File: config.mk
export PLATFORM = sky130hd
export DESIGN_NAME = seq_divider_rv
export DESIGN_NICKNAME = d
export VERILOG_FILES = /design/src/rtl/seq_divider_rv.sv
export SDC_FILE = /design/constraint.sdc
export NUM_CORES = 1
export LEC_CHECK = 0
export BUFFER_PORTS_ARGS = -buffer_cell sky130_fd_sc_hd__buf_4
export CORE_MARGIN = 2
export CORE_UTILIZATION = 54
export DETAILED_ROUTE_END_ITERATION = 10
export GPL_ROUTABILITY_DRIVEN = 1
export PLACE_DENSITY = 0.81
export SYNTH_ARGS = -nofsm -noshare
export SYNTH_HDL_FRONTEND = slang
export SYNTH_SLANG_ARGS = --single-unit
File: constraint.sdc
create_clock -name clk -period 2.85 [get_ports clk]
set_input_delay 0.285 -clock clk [delete_from_list [all_inputs] [get_ports clk]]
set_output_delay 0.285 -clock clk [all_outputs]
set_load 0.1 [all_outputs]
File: src/rtl/seq_divider_rv.sv
//==============================================================================
// Module   : seq_divider_rv
// Purpose  : Sequential signed restoring divider with valid/ready handshakes.
//            Produces one quotient bit per cycle on operand magnitudes.
// Options  : DIV_ZERO_BYPASS_EN - a zero divisor skips the iterative phase.
// Revision : 1.0 - initial release
//==============================================================================
`default_nettype none

module seq_divider_rv #(
    parameter int WIDTH = 16
) (
    input  logic             clk,
    input  logic             reset,
    input  logic             src_valid,
    output logic             src_ready,
    input  logic [WIDTH-1:0] Dividend,
    input  logic [WIDTH-1:0] Divisor,
    output logic             dst_valid,
    input  logic             dst_ready,
    output logic [WIDTH-1:0] Quotient,
    output logic [WIDTH-1:0] Remainder,
    output logic             div_by_zero
);

    localparam int CW = (WIDTH > 1) ? $clog2(WIDTH) : 1;

    typedef enum logic [1:0] {
        S_IDLE = 2'd0,
        S_CALC = 2'd1,
        S_FIX  = 2'd2,
        S_DONE = 2'd3
    } state_t;

    state_t           state_q,   state_d;
    logic [CW-1:0]    cnt_q,     cnt_d;
    logic [WIDTH-1:0] a_q,       a_d;
    logic [WIDTH-1:0] b_q,       b_d;
    logic [WIDTH-1:0] rem_q,     rem_d;
    logic [WIDTH-1:0] dvd_q,     dvd_d;
    logic             neg_a_q,   neg_a_d;
    logic             neg_b_q,   neg_b_d;
    logic             divz_q,    divz_d;
    logic [WIDTH-1:0] quo_out_q, quo_out_d;
    logic [WIDTH-1:0] rem_out_q, rem_out_d;
    logic             dz_out_q,  dz_out_d;
    logic             dv_q,      dv_d;

    logic [WIDTH:0]   rem_shift;
    logic [WIDTH:0]   rem_sub;
    logic             q_bit;

    // Magnitude of a two's complement value; the most negative value maps to itself.
    function automatic logic [WIDTH-1:0] mag(input logic [WIDTH-1:0] v);
        return v[WIDTH-1] ? ({WIDTH{1'b0}} - v) : v;
    endfunction

    // The partial remainder is always below the divisor, so bit WIDTH of the
    // difference acts as the borrow of the trial subtraction.
    always_comb begin
        rem_shift = {rem_q, a_q[WIDTH-1]};
        rem_sub   = rem_shift - {1'b0, b_q};
        q_bit     = ~rem_sub[WIDTH];
    end

    always_comb begin
        state_d   = state_q;
        cnt_d     = cnt_q;
        a_d       = a_q;
        b_d       = b_q;
        rem_d     = rem_q;
        dvd_d     = dvd_q;
        neg_a_d   = neg_a_q;
        neg_b_d   = neg_b_q;
        divz_d    = divz_q;
        quo_out_d = quo_out_q;
        rem_out_d = rem_out_q;
        dz_out_d  = dz_out_q;
        dv_d      = dv_q;

        unique case (state_q)
            S_IDLE: begin
                if (src_valid) begin
                    a_d     = mag(Dividend);
                    b_d     = mag(Divisor);
                    dvd_d   = Dividend;
                    neg_a_d = Dividend[WIDTH-1];
                    neg_b_d = Divisor[WIDTH-1];
                    divz_d  = (Divisor == {WIDTH{1'b0}});
                    rem_d   = {WIDTH{1'b0}};
                    cnt_d   = {CW{1'b0}};
`ifdef DIV_ZERO_BYPASS_EN
                    state_d = (Divisor == {WIDTH{1'b0}}) ? S_FIX : S_CALC;
`else
                    state_d = S_CALC;
`endif
                end
            end
            S_CALC: begin
                rem_d = q_bit ? rem_sub[WIDTH-1:0] : rem_shift[WIDTH-1:0];
                a_d   = {a_q[WIDTH-2:0], q_bit};
                cnt_d = cnt_q + CW'(1);
                if (cnt_q == CW'(WIDTH - 1)) begin
                    state_d = S_FIX;
                end
            end
            S_FIX: begin
                if (divz_q) begin
                    quo_out_d = {WIDTH{1'b1}};
                    rem_out_d = dvd_q;
                    dz_out_d  = 1'b1;
                end else begin
                    quo_out_d = (neg_a_q ^ neg_b_q) ? ({WIDTH{1'b0}} - a_q) : a_q;
                    rem_out_d = neg_a_q ? ({WIDTH{1'b0}} - rem_q) : rem_q;
                    dz_out_d  = 1'b0;
                end
                dv_d    = 1'b1;
                state_d = S_DONE;
            end
            S_DONE: begin
                if (dst_ready) begin
                    dv_d    = 1'b0;
                    state_d = S_IDLE;
                end
            end
            default: state_d = S_IDLE;
        endcase
    end

    always_ff @(posedge clk or negedge reset) begin
        if (!reset) begin
            state_q   <= S_IDLE;
            cnt_q     <= {CW{1'b0}};
            a_q       <= {WIDTH{1'b0}};
            b_q       <= {WIDTH{1'b0}};
            rem_q     <= {WIDTH{1'b0}};
            dvd_q     <= {WIDTH{1'b0}};
            neg_a_q   <= 1'b0;
            neg_b_q   <= 1'b0;
            divz_q    <= 1'b0;
            quo_out_q <= {WIDTH{1'b0}};
            rem_out_q <= {WIDTH{1'b0}};
            dz_out_q  <= 1'b0;
            dv_q      <= 1'b0;
        end else begin
            state_q   <= state_d;
            cnt_q     <= cnt_d;
            a_q       <= a_d;
            b_q       <= b_d;
            rem_q     <= rem_d;
            dvd_q     <= dvd_d;
            neg_a_q   <= neg_a_d;
            neg_b_q   <= neg_b_d;
            divz_q    <= divz_d;
            quo_out_q <= quo_out_d;
            rem_out_q <= rem_out_d;
            dz_out_q  <= dz_out_d;
            dv_q      <= dv_d;
        end
    end

    assign src_ready   = (state_q == S_IDLE);
    assign dst_valid   = dv_q;
    assign Quotient    = quo_out_q;
    assign Remainder   = rem_out_q;
    assign div_by_zero = dz_out_q;

endmodule

`default_nettype wire

=== After elaboration in Yosys (flattened, before gate mapping) ===
Index checks and enable logic that the tools add are counted.

* Add/subtract/negate cells: 6
* Equality and inequality tests: 7
* Multiplexer cells: 20
* Bitwise gates (word level): 2
* Reductions and logical operators: 8

{| class="wikitable"
|+ Operators with widths
! kind !! number
|-
| $mux W16 || 9
|-
| $pmux W16 S2 || 2
|-
| $sub A1 B16 Y16 const A || 4
|-
| $sub A17 B16 Y17 || 1
|-
| $logic_not A16 Y1 || 1
|-
| $pmux W2 S4 || 1
|-
| $pmux W4 S2 || 1
|-
| $mux W2 || 3
|-
| $ne A2 B2 Y1 const B || 3
|-
| $reduce_and A2 Y1 || 3
|-
| $add A4 B1 Y4 const B || 1
|-
| $eq A2 B2 Y1 const B || 2
|-
| $eq A4 B4 Y1 const B || 1
|-
| $mux W4 || 1
|-
| $reduce_bool A2 Y1 || 2
|-
| $reduce_and A3 Y1 || 1
|-
| $eq A2 B1 Y1 const B || 1
|-
| $logic_not A2 Y1 || 1
|-
| $mux W1 || 2
|-
| $pmux W1 S2 || 1
|-
| $not A1 Y1 || 1
|-
| $xor A1 B1 Y1 || 1
|}

* Bits in registers: 107
* Bits of input ports: 36
* Output and inout bits: 35
* Word-level logic and storage cells: 56

=== Depth between registers and ports, before layout ===
Gate-level depths: netlist of the first run.

* Word-level depth: 4
* Mapped depth: 12
* Gate-level depth less buffers: 10

=== Worst setup path before layout of the first run ===
OpenSTA, ideal clock, no wires.

* Path type: register to register
* From: register a_q[15]
* To: register rem_q[14]
* Setup time: 0.126 ns
* Data arrival time: 2.572 ns
* Data required time: 2.724 ns
* Setup slack: 0.151 ns
* Stages on the path, launching flop included: 12
* Buffers on the path: 1
* Period minus slack after synthesis: 2.699 ns
* Cells stage by stage: dfrtp_1 -> inv_1 -> ha_1 -> fa_1 -> nand2b_1 -> a21o_1 -> a22o_1 -> o41ai_2 -> xnor2_1 -> buf_6 -> nor4_2 -> o21ai_1

* Longest elaborated chain between the ends: 3

{| class="wikitable"
|+ RTL lines
! item !! line !! RTL
|-
| start, declared || 37 || <nowiki>logic [WIDTH-1:0] a_q, a_d;</nowiki>
|-
| start signal, assigned || 134 || <nowiki>a_q <= {WIDTH{1'b0}};</nowiki>
|-
| $sub A17 B16 Y17 || 62 || <nowiki>rem_sub = rem_shift - {1'b0, b_q};</nowiki>
|-
| $mux W16 || 100 || <nowiki>rem_d = q_bit ? rem_sub[WIDTH-1:0] : rem_shift[WIDTH-1:0];</nowiki>
|-
| $pmux W16 S2 || 81 || <nowiki>unique case (state_q)</nowiki>
|-
| end signal, assigned || 136 || <nowiki>rem_q <= {WIDTH{1'b0}};</nowiki>
|-
| end signal, assigned || 150 || <nowiki>rem_q <= rem_d;</nowiki>
|-
| end, declared || 39 || <nowiki>logic [WIDTH-1:0] rem_q, rem_d;</nowiki>
|}

Every way passes these cells.
A chain may end at the register's enable or synchronous reset.

=== Final worst setup path of the first run ===
* From: register rem_q[8]
* To: register rem_q[14]

* Longest elaborated chain between the ends: 3

{| class="wikitable"
|+ RTL lines
! item !! line
|-
| $sub A17 B16 Y17 || 62
|-
| $mux W16 || 100
|-
| $pmux W16 S2 || 81
|}

Every way passes these cells.

==> results of run 1 <==
[final timing paths]
path | from | to
setup / recovery | rem_q[8] | rem_q[14]
hold reg to reg | b_q[14] | b_q[14]
max in group asynchronous | reset | dvd_q[6]
min in group asynchronous | reset | state_q[0]
hold / removal | dst_ready | dst_valid
setup reg to reg | rem_q[8] | rem_q[14]
[final cells by class]
cell class | count | area (sq um)
fillers | 921 | 3970
multi-input cells | 542 | 3540
clock inverters | 6 | 85.1
clock buffers | 10 | 239
repair buffers | 96 | 736
well taps | 143 | 179
inverters | 31 | 116
flip-flops and latches | 106 | 2650
[worst max-delay path, stage by stage (launching register included)]
cell and delay, ps:
dfrtp_1 480, ha_1 400, a21oi_1 190, o21ai_0 150
or3_1 330, o22ai_1 320, nor4bb_1 550, nor4_4 80
o21ai_1 170
[kinds of logic (layout without fill, tap and decap cells)]
logic type | after synthesis | in the layout | synth area share
AO/OA/AOI/OAI | 188 | 188 | 0.182
flip-flops | 106 | 106 | 0.411
buffers and inverters | 72 | 143 | 0.0450
AND/OR/NAND/NOR | 231 | 231 | 0.167
XOR/XNOR | 66 | 66 | 0.0897
multiplexers | 31 | 31 | 0.0532
adder cells (fa/ha/maj) | 26 | 26 | 0.0516
[metrics by stage]
step | area [sq um] | TNS (ps)
2_1_floorplan | 6450 | 0
3_3_place_gp | 7160 | 0
3_5_place_dp | 7160 | -30.8
4_1_cts | 7510 | 0
5_1_grt | 7540 | -14.7
6_report | 7540 | 0
[cell usage after synthesis (all sizes together) (8+ instances only)]
cell and n:
o21ai 69, nand2 80, nand2b 8, clkbuf 34
or3 13, xor2 34, ha 25, nand3 29
dfrtp 106, nor2 59, xnor2 32, o31ai 12
inv 31, mux2 26, nor3 10, a22oi 10
a21oi 43
[sequential cells by signal, summed over array words and instances, names as in the netlist]
| register | count |
|---|---|
| Remainder | 16 |
| a_q | 16 |
| b_q | 16 |
| rem_q | 16 |
| state_q | 2 |
| Quotient | 16 |
| divz_q | 1 |
| cnt_q | 4 |
| dvd_q | 16 |
| neg_b_q | 1 |
| dst_valid | 1 |
| div_by_zero | 1 |
[routing by layer]
layer,vias to the layer above,track usage
met3,29,0.0337
li1,2673,-
met4,0,0.0902
met5,-,0
met1,2753,0.332
met2,197,0.453
[cell usage in the layout (no fill, tap or decap), drive strengths merged, types with 3 or more instances in the layout]
| cell | n |
|---|---|
| o21a | 3 |
| xnor2 | 32 |
| nand3b | 3 |
| nor3 | 10 |
| o311ai | 3 |
| dfrtp | 106 |
| buf | 95 |
| a32oi | 5 |
| nand2b | 8 |
| o21ai | 69 |
| nand3 | 29 |
| a211oi | 3 |
| inv | 33 |
| o31ai | 12 |
| o22ai | 7 |
| a22oi | 10 |
| ha | 25 |
| a21boi | 4 |
| clkbuf | 10 |
| nand4 | 3 |
| a21oi | 43 |
| mux2 | 26 |
| nor4 | 5 |
| a22o | 3 |
| or3 | 13 |
| nor2 | 59 |
| xor2 | 34 |
| o41ai | 7 |
| mux2i | 5 |
| nand2 | 80 |
| or2 | 4 |
| a31oi | 4 |
| nor2b | 7 |
[timing repair]
action	CTS	global route
buffers inserted	1	2
endpoints found under the setup margin	2	17
gates resized for setup	1	3
pin swaps	1	3
hold endpoints to repair	49	0
hold buffers	1	0
==> qor.yml, run 1 <==
synthesis:
  synth_area_per_cell_sq_um: 8.95
  yosysTopAreaCellShare: 0.411
  synth-async-reset-ratio: 1.00
  synthesis.nets: 782
  yosysWarningCount: 0
  synth_seq_cells: 106
  syn-cell-area_sq_um: 6450
  synthFlopType: "dfrtp_1"
  synth_cell_types: 62
  synth_edf_count: 0
  ys_seq_area_frac: 0.411
  synth_area_leaders: "dfrtp_1 41%, o21ai_0 5.2%, ha_1 4.9%"
  synth_top_area_cell: "dfrtp_1"
  synthCells: 720
clocking:
  cts.sinks: 106
  cts_tree: "done"
  h-tree-depth: 3
  cts_root_buf: "clkbuf_16"
  clk_path_buf_depth: 2
  worstSkewPairLatency_ps: 360
  cts.clk_slew.worst_paths_ps: 80
  cts_made_buffers: 9
floorplan:
  die_h_um: 113
  rows: 39
  core_sq_um: 11500
  dieArea_sq_um: 12800
  die_w_um: 113
  initial_core_util: 0.560
  ios: 71
timing:
  maxSlewHeadroom: 0.255
  setup_viol: 0
  period_needed_ps: 2760
  hold_ws_ps: 126
  drv_slew: 0
  worstMarginPinSlew_ps: 1120
  timing.fmax_mhz: 363
  clock_skew_ps: 9.15
  final.period_utilization: 0.967
  final-hold-violation-count: 0
  worst_slack_ps: 93.3
routing:
  highest_layer: "met4"
  dr_wl_met2_um: 8040
  ant_nets: 0
  dr_wl_met3_um: 802
  drt-vias-per-instance: 6.05
  via_count: 5652
  drc: 6
  firstDrtPassIters: 8
  drt-met1-wl_um: 6810
  finalWirelength_um: 16000
  drtIter0Drc: 439
  wire_per_inst_um: 17.1
final_layout:
  fin_util: 0.655
  syn_to_final_growth_pct: 17.0
  fin_nets: 848
  antennaDiodeCount: 0
  fin_cells: 934
  drive_above_1_share: 0.188
global_routing:
  antenna_found_initial: 0
  grt_max_degree: 58
  track_usage: 0.259
  grt_pass1_vias: 5450
  grt_pass1_wl_um: 26600
  overflow: 0
placement:
  gp_congestion: 0.875
  dp.cells: 914
  pre_cts_ws_ps: -30.8
  portBuffers: 70
  hpwl_um: 11700
outcome:
  violations: "design-rule violations"
  status: "finished, violations left"
flow_run:
  cap_violations: 0
setup_path:
  crit_fanout: 7
  crit_path_end_kind: "flop"
  rr_worst_depth: 8
  cp.required_ps: 3130
  regToRegSetupSlack_ps: 90
  startpoint_type: "flop"
  critPathArrivalTime_ps: 3030
  critPathKind: "reg -> reg"
hold_path:
  worstHoldPathType: "in -> reg"
  hold_depth: 2
Power of run 1 is not shown: default switching activity piles up to over one toggle a cycle in this logic, so the estimate is an artifact.
==> run 2, diff against run 1 <==
--- a/config.mk
+++ b/config.mk
@@ -7,10 +7,10 @@
 export LEC_CHECK = 0
 export BUFFER_PORTS_ARGS = -buffer_cell sky130_fd_sc_hd__buf_4
 export CORE_MARGIN = 2
-export CORE_UTILIZATION = 54
+export CORE_UTILIZATION = 25
 export DETAILED_ROUTE_END_ITERATION = 10
 export GPL_ROUTABILITY_DRIVEN = 1
-export PLACE_DENSITY = 0.81
+export PLACE_DENSITY = 0.46
 export SYNTH_ARGS = -nofsm -noshare
 export SYNTH_HDL_FRONTEND = slang
 export SYNTH_SLANG_ARGS = --single-unit
==> run 2 against run 1 <==
Effect of this change:
- the flow now finishes without violations
- clock skew increased by 1.3 ps
- non-clock buffer count increased by 13
- setup slack improved by 38 ps
- final cell count increased by 21%
- core utilization decreased by 34 points
- flip-flop and latch count unchanged
- global-route usage decreased by 12 points
- maximum frequency increased by 1.4%
- via count decreased by 6.1%
==> qor.yml, run 2 (synthesized netlist as in run 1, its figures left out) <==
outcome:
  status: "complete, no violations"
routing:
  finalWirelength_um: 17800  # +12%
  drt-vias-per-instance: 4.68  # -23%
  wire_per_inst_um: 15.7  # -8.0%
  via_count: 5305  # -6.1%
  drc: 0  # -6
  drt-met1-wl_um: 8900  # +31%
  ant_nets: 0  # unchanged
  drtIter0Drc: 339  # -23%
  highest_layer: "met4"
  dr_wl_met3_um: 716  # -11%
  dr_wl_met2_um: 8050  # +0.19%
  firstDrtPassIters: 5  # -3
setup_path:
  critPathArrivalTime_ps: 3010  # -20 ps
  crit_buf_inv: 2  # +2
  crit_fanout: 6  # -1
  crit_chain: "ha_4, fa_2, nand2b_4, a21o_1, a22o_4, o41ai_4, buf_4, xor2_4, buf_2, nand3_1, nand3_1"
  cp_common_cell: "nand3_1"
  regToRegSetupSlack_ps: 130  # +40 ps
  critPathSlowestCell: "dfrtp_1"
  critPathMaxStageDelay_ps: 420  # -130 ps
  crit_path_end_kind: "flop"
  cp.required_ps: 3140  # about the same
  critPathKind: "reg -> reg"
  cp_top_family: "compound AO/OA/AOI/OAI gates"
  startpoint_type: "flop"
timing:
  maxSlewHeadroom: 0.343  # +0.0876
  setup_viol: 0  # unchanged
  final-hold-violation-count: 0  # unchanged
  final.period_utilization: 0.954  # -0.0135
  period_needed_ps: 2720  # -38.5 ps
  timing.fmax_mhz: 368  # +1.4%
  clock_skew_ps: 10.5  # +1.34 ps
  drv_slew: 0  # unchanged
  worstMarginPinSlew_ps: 986  # -129 ps
  rsz0062_at_grt: "no"
floorplan:
  core_sq_um: 25300  # +120%
  dieArea_sq_um: 27100  # +110%
  die_w_um: 165  # +45%
  initial_core_util: 0.255  # -0.305
  die_h_um: 165  # +45%
  rows: 58  # +49%
  ios: 71  # unchanged
global_routing:
  grt_pass1_vias: 5341  # -2.0%
  overflow: 0  # unchanged
  antenna_found_initial: 0  # unchanged
  grt_pass1_wl_um: 29000  # +8.7%
  grt_max_degree: 75  # +29%
  track_usage: 0.137  # -0.122
placement:
  gp_congestion: 0.809  # -7.6%
  hpwl_um: 13200  # +13%
  dpl_cell_area_sq_um: 7540  # +5.3%
  portBuffers: 70  # unchanged
clocking:
  cts_tree: "done"
  cts.sinks: 106  # unchanged
  cts_root_buf: "clkbuf_16"
  h-tree-depth: 3  # unchanged
  clk_path_buf_depth: 2  # unchanged
  cts_made_buffers: 9  # unchanged
  cts.clk_slew.worst_paths_ps: 80  # about the same
  worstSkewPairLatency_ps: 350  # about the same
hold_path:
  worstHoldPathType: "in -> reg"
final_layout:
  syn_to_final_growth_pct: 23.0
  most-common-layout-cells: "106 x dfrtp_1, 102 x buf_4, 79 x nand2_1"
  fin_nets: 861  # +1.5%
  finalInstanceArea_sq_um: 7930  # +5.1%
  antennaDiodeCount: 0  # unchanged
  final_common_cell: "dfrtp_1"
  drive_above_1_share: 0.208  # +0.0193
flow_run:
  cap_violations: 0  # unchanged
[run 2: final timing paths]
kind	start	end	cells past startpoint
setup / recovery	b_q[0]	rem_q[3]	11
hold / removal	dst_ready	dst_valid	2
setup reg to reg	b_q[0]	rem_q[3]	11
hold reg to reg	b_q[14]	b_q[14]	2
max in group asynchronous	reset	b_q[1]	3
min in group asynchronous	reset	Quotient[4]	2
[run 2: stage by stage]
stage	hold slack, ps	setup slack [ps]	cells	utilization	setup TNS, ps
CTS	120	63.3	1132	0.311	0
global route	120	8.83	1134	0.314	0
floorplan	-10.6	151	720	-	0
global placement	286	4.73	1115	0.299	0
finish	137	132	1134	0.314	0
detailed placement	287	-20.5	1115	0.299	-20.5
[run 2: per-layer routing]
layer  vias up  track usage
met5         -            0
met4         0       0.0308
met3         8       0.0259
met2        83        0.217
met1      2518        0.194
li1       2696            -
[run 2: area by class of cell]
| type | instances | area, sq um |
|---|---|---|
| clock inverters | 6 | 72.6 |
| multi-input cells | 542 | 3570 |
| repair buffers | 109 | 872 |
| clock buffers | 10 | 229 |
| inverters | 31 | 116 |
| well taps | 330 | 413 |
| flip-flops and latches | 106 | 2650 |
| fillers | 2709 | 17300 |
[run 2: worst register-to-register path, delay by kind of cell, from the launching register on]
family	cells	cell delay [ps]
AOI/OAI and AO/OA	3	790
adders and majority gates	2	520
buffers and inverters	2	410
DFF	1	420
xor gates and xnor gates	1	190
and+or+nand+nor	3	350
[run 2: what timing repair did]
action,CTS,global route
setup buffers,0,1
endpoints found under the setup margin,1,7
endpoints found under the hold margin,32,0
pin swaps,1,2
hold buffers,1,0
resized for setup,0,12
gates cloned,0,1
Power of run 2 is left out for the same reason.
==> run 3, diff against run 2 <==
--- a/config.mk
+++ b/config.mk
@@ -10,7 +10,8 @@
 export CORE_UTILIZATION = 25
 export DETAILED_ROUTE_END_ITERATION = 10
 export GPL_ROUTABILITY_DRIVEN = 1
-export PLACE_DENSITY = 0.46
+export MAX_ROUTING_LAYER = met4
+export PLACE_DENSITY = 0.45
 export SYNTH_ARGS = -nofsm -noshare
 export SYNTH_HDL_FRONTEND = slang
 export SYNTH_SLANG_ARGS = --single-unit
==> constraint.sdc (replaced) <==
create_clock -name clk -period 2.9 [get_ports clk]
set_input_delay 0.29 -clock clk [delete_from_list [all_inputs] [get_ports clk]]
set_output_delay 0.29 -clock clk [all_outputs]
set_load 0.1 [all_outputs]
==> run 3 against run 2 <==
Effect of this change:
- critical path depth did not move
- routed wire length rose by 2.6%
- count of clock-buffer cells in the layout fell by 1
- final cell count fell by 0.44%
- die area did not move
==> qor.yml, run 3 (synthesized netlist as in run 1, its figures left out) <==
routing:
  drt-vias-per-instance: 4.73  # +1.1%
  firstDrtPassIters: 4  # -1
  drtIter0Drc: 340  # +0.29%
  finalWirelength_um: 18300  # +2.6%
  ant_nets: 0  # unchanged
  drc: 0  # unchanged
  via_count: 5340  # +0.66%
  wire_per_inst_um: 16.2  # +3.1%
floorplan:
  core_sq_um: 25300  # unchanged
  rows: 58  # unchanged
  initial_core_util: 0.255  # unchanged
  die_w_um: 165  # unchanged
  die_h_um: 165  # unchanged
  ios: 71  # unchanged
  dieArea_sq_um: 27100  # unchanged
setup_path:
  crit_chain: "inv_1, ha_1, fa_1, nand2b_1, a21o_1, a22o_1, o41ai_4, xnor2_1, buf_4, a32oi_1, o31ai_2"
  critPathSlowestCell: "fa_1"
  r2r-end: "rem_q[12]"
  startpoint_type: "flop"
  rr_worst_depth: 11  # unchanged
  crit_buf_inv: 2  # unchanged
  critPathArrivalTime_ps: 2950  # -60 ps
  timing.rr.start: "a_q[15]"
  regToRegSetupSlack_ps: 180  # +50 ps
  crit_fanout: 14  # +8
  cp_top_family: "compound AO/OA/AOI/OAI gates"
  crit_path_end_kind: "flop"
  cp.required_ps: 3130  # about the same
  critPathKind: "reg -> reg"
  startpoint: "a_q[15]"
  critPathMaxStageDelay_ps: 380  # -40 ps
final_layout:
  fin_nets: 856  # -0.58%
  final_common_cell: "dfrtp_1"
  antennaDiodeCount: 0  # unchanged
  fin_util: 0.309  # -0.00515
  drive_above_1_share: 0.196  # -0.0112
  syn_to_final_growth_pct: 21.0
  multi_input_area_sq_um: 3520  # -1.4%
  most-common-layout-cells: "106 x dfrtp_1, 102 x buf_4, 79 x nand2_1"
  fillers: 2682  # -1.0%
  seqCellArea_sq_um: 2650  # unchanged
timing:
  final.setup.tns_ps: 0  # unchanged
  final.period_utilization: 0.938  # -0.0155
  clock_skew_ps: 8.85  # -1.64 ps
  setup_viol: 0  # unchanged
  worstMarginPinSlew_ps: 904  # -82.7 ps
  final-hold-violation-count: 0  # unchanged
  period_needed_ps: 2720  # +2.62 ps
  drv_slew: 0  # unchanged
  rsz0062_at_grt: "no"
  maxSlewHeadroom: 0.398  # +0.0551
  timing.fmax_mhz: 368  # about the same
  worst_slack_ps: 179  # +47.4 ps
clocking:
  h-tree-depth: 3  # unchanged
  cts.sinks: 106  # unchanged
  cts_tree: "done"
  cts_made_buffers: 9  # unchanged
  worstSkewPairLatency_ps: 360  # about the same
  cts_root_buf: "clkbuf_16"
  clk_path_buf_depth: 2  # unchanged
  cts.clk_slew.worst_paths_ps: 80  # about the same
outcome:
  status: "complete, no violations"
flow_run:
  cap_violations: 0  # unchanged
placement:
  hpwl_um: 13600  # +3.3%
  gp_congestion: 0.797  # -1.5%
  pre_cts_ws_ps: 38.8  # +59.3 ps
  portBuffers: 70  # unchanged
hold_path:
  worstHoldStart: "dst_ready"
  hold_depth: 2  # unchanged
  hold_end: "dst_valid"
  worstHoldPathType: "in -> reg"
global_routing:
  grt_pass1_wl_um: 29500  # +1.8%
  antenna_found_initial: 0  # unchanged
  grt_pass1_vias: 5236  # -2.0%
  overflow: 0  # unchanged
  grt_max_degree: 53  # -29%
  track_usage: 0.144  # +0.00653
==> run 3: cell type report <==
| cell class | instances | area share |
|---|---|---|
| flip-flops and latches | 106 | 0.340 |
| well taps | 330 | 0.0529 |
| multi-input cells | 542 | 0.452 |
| repair buffers | 104 | 0.102 |
| clock inverters | 7 | 0.00931 |
| clock buffers | 9 | 0.0289 |
| inverters | 31 | 0.0149 |
==> run 3: worst max path at each step <==
| stage | endpoint | cells after the start |
|---|---|---|
| after detailed placement | rem_q[12] | 11 |
| final | rem_q[12] | 11 |
| after CTS | rem_q[12] | 11 |
| after global routing | rem_q[14] | 11 |
| after global placement | rem_q[12] | 11 |
| after floorplan | rem_q[14] | 11 |
==> run 3: timing repair <==
action                                  in CTS  in global routing
resized for setup                            0                  1
endpoints found under the hold margin       33                  0
hold buffers                                 1                  0
setup buffers                                0                  0
endpoints found under the setup margin       0                 15
==> run 3: through the flow <==
stage                     hold WS (ps)  instance area (sq um)  cells
after global routing               132                   7800   1129
after CTS                          118                   7790   1129
after floorplan                  -5.59                   6450    720
after global placement             305                   7480   1112
final                              129                   7800   1129
after detailed placement           305                   7480   1112
==> run 3: metal layers <==
layer	GRT usage	share of wire
met1	0.204	0.52
met2	0.217	0.44
met3	0.0211	0.030
met4	0.0300	0.0096
met5	-	0
Power of run 3 is left out for the same reason.
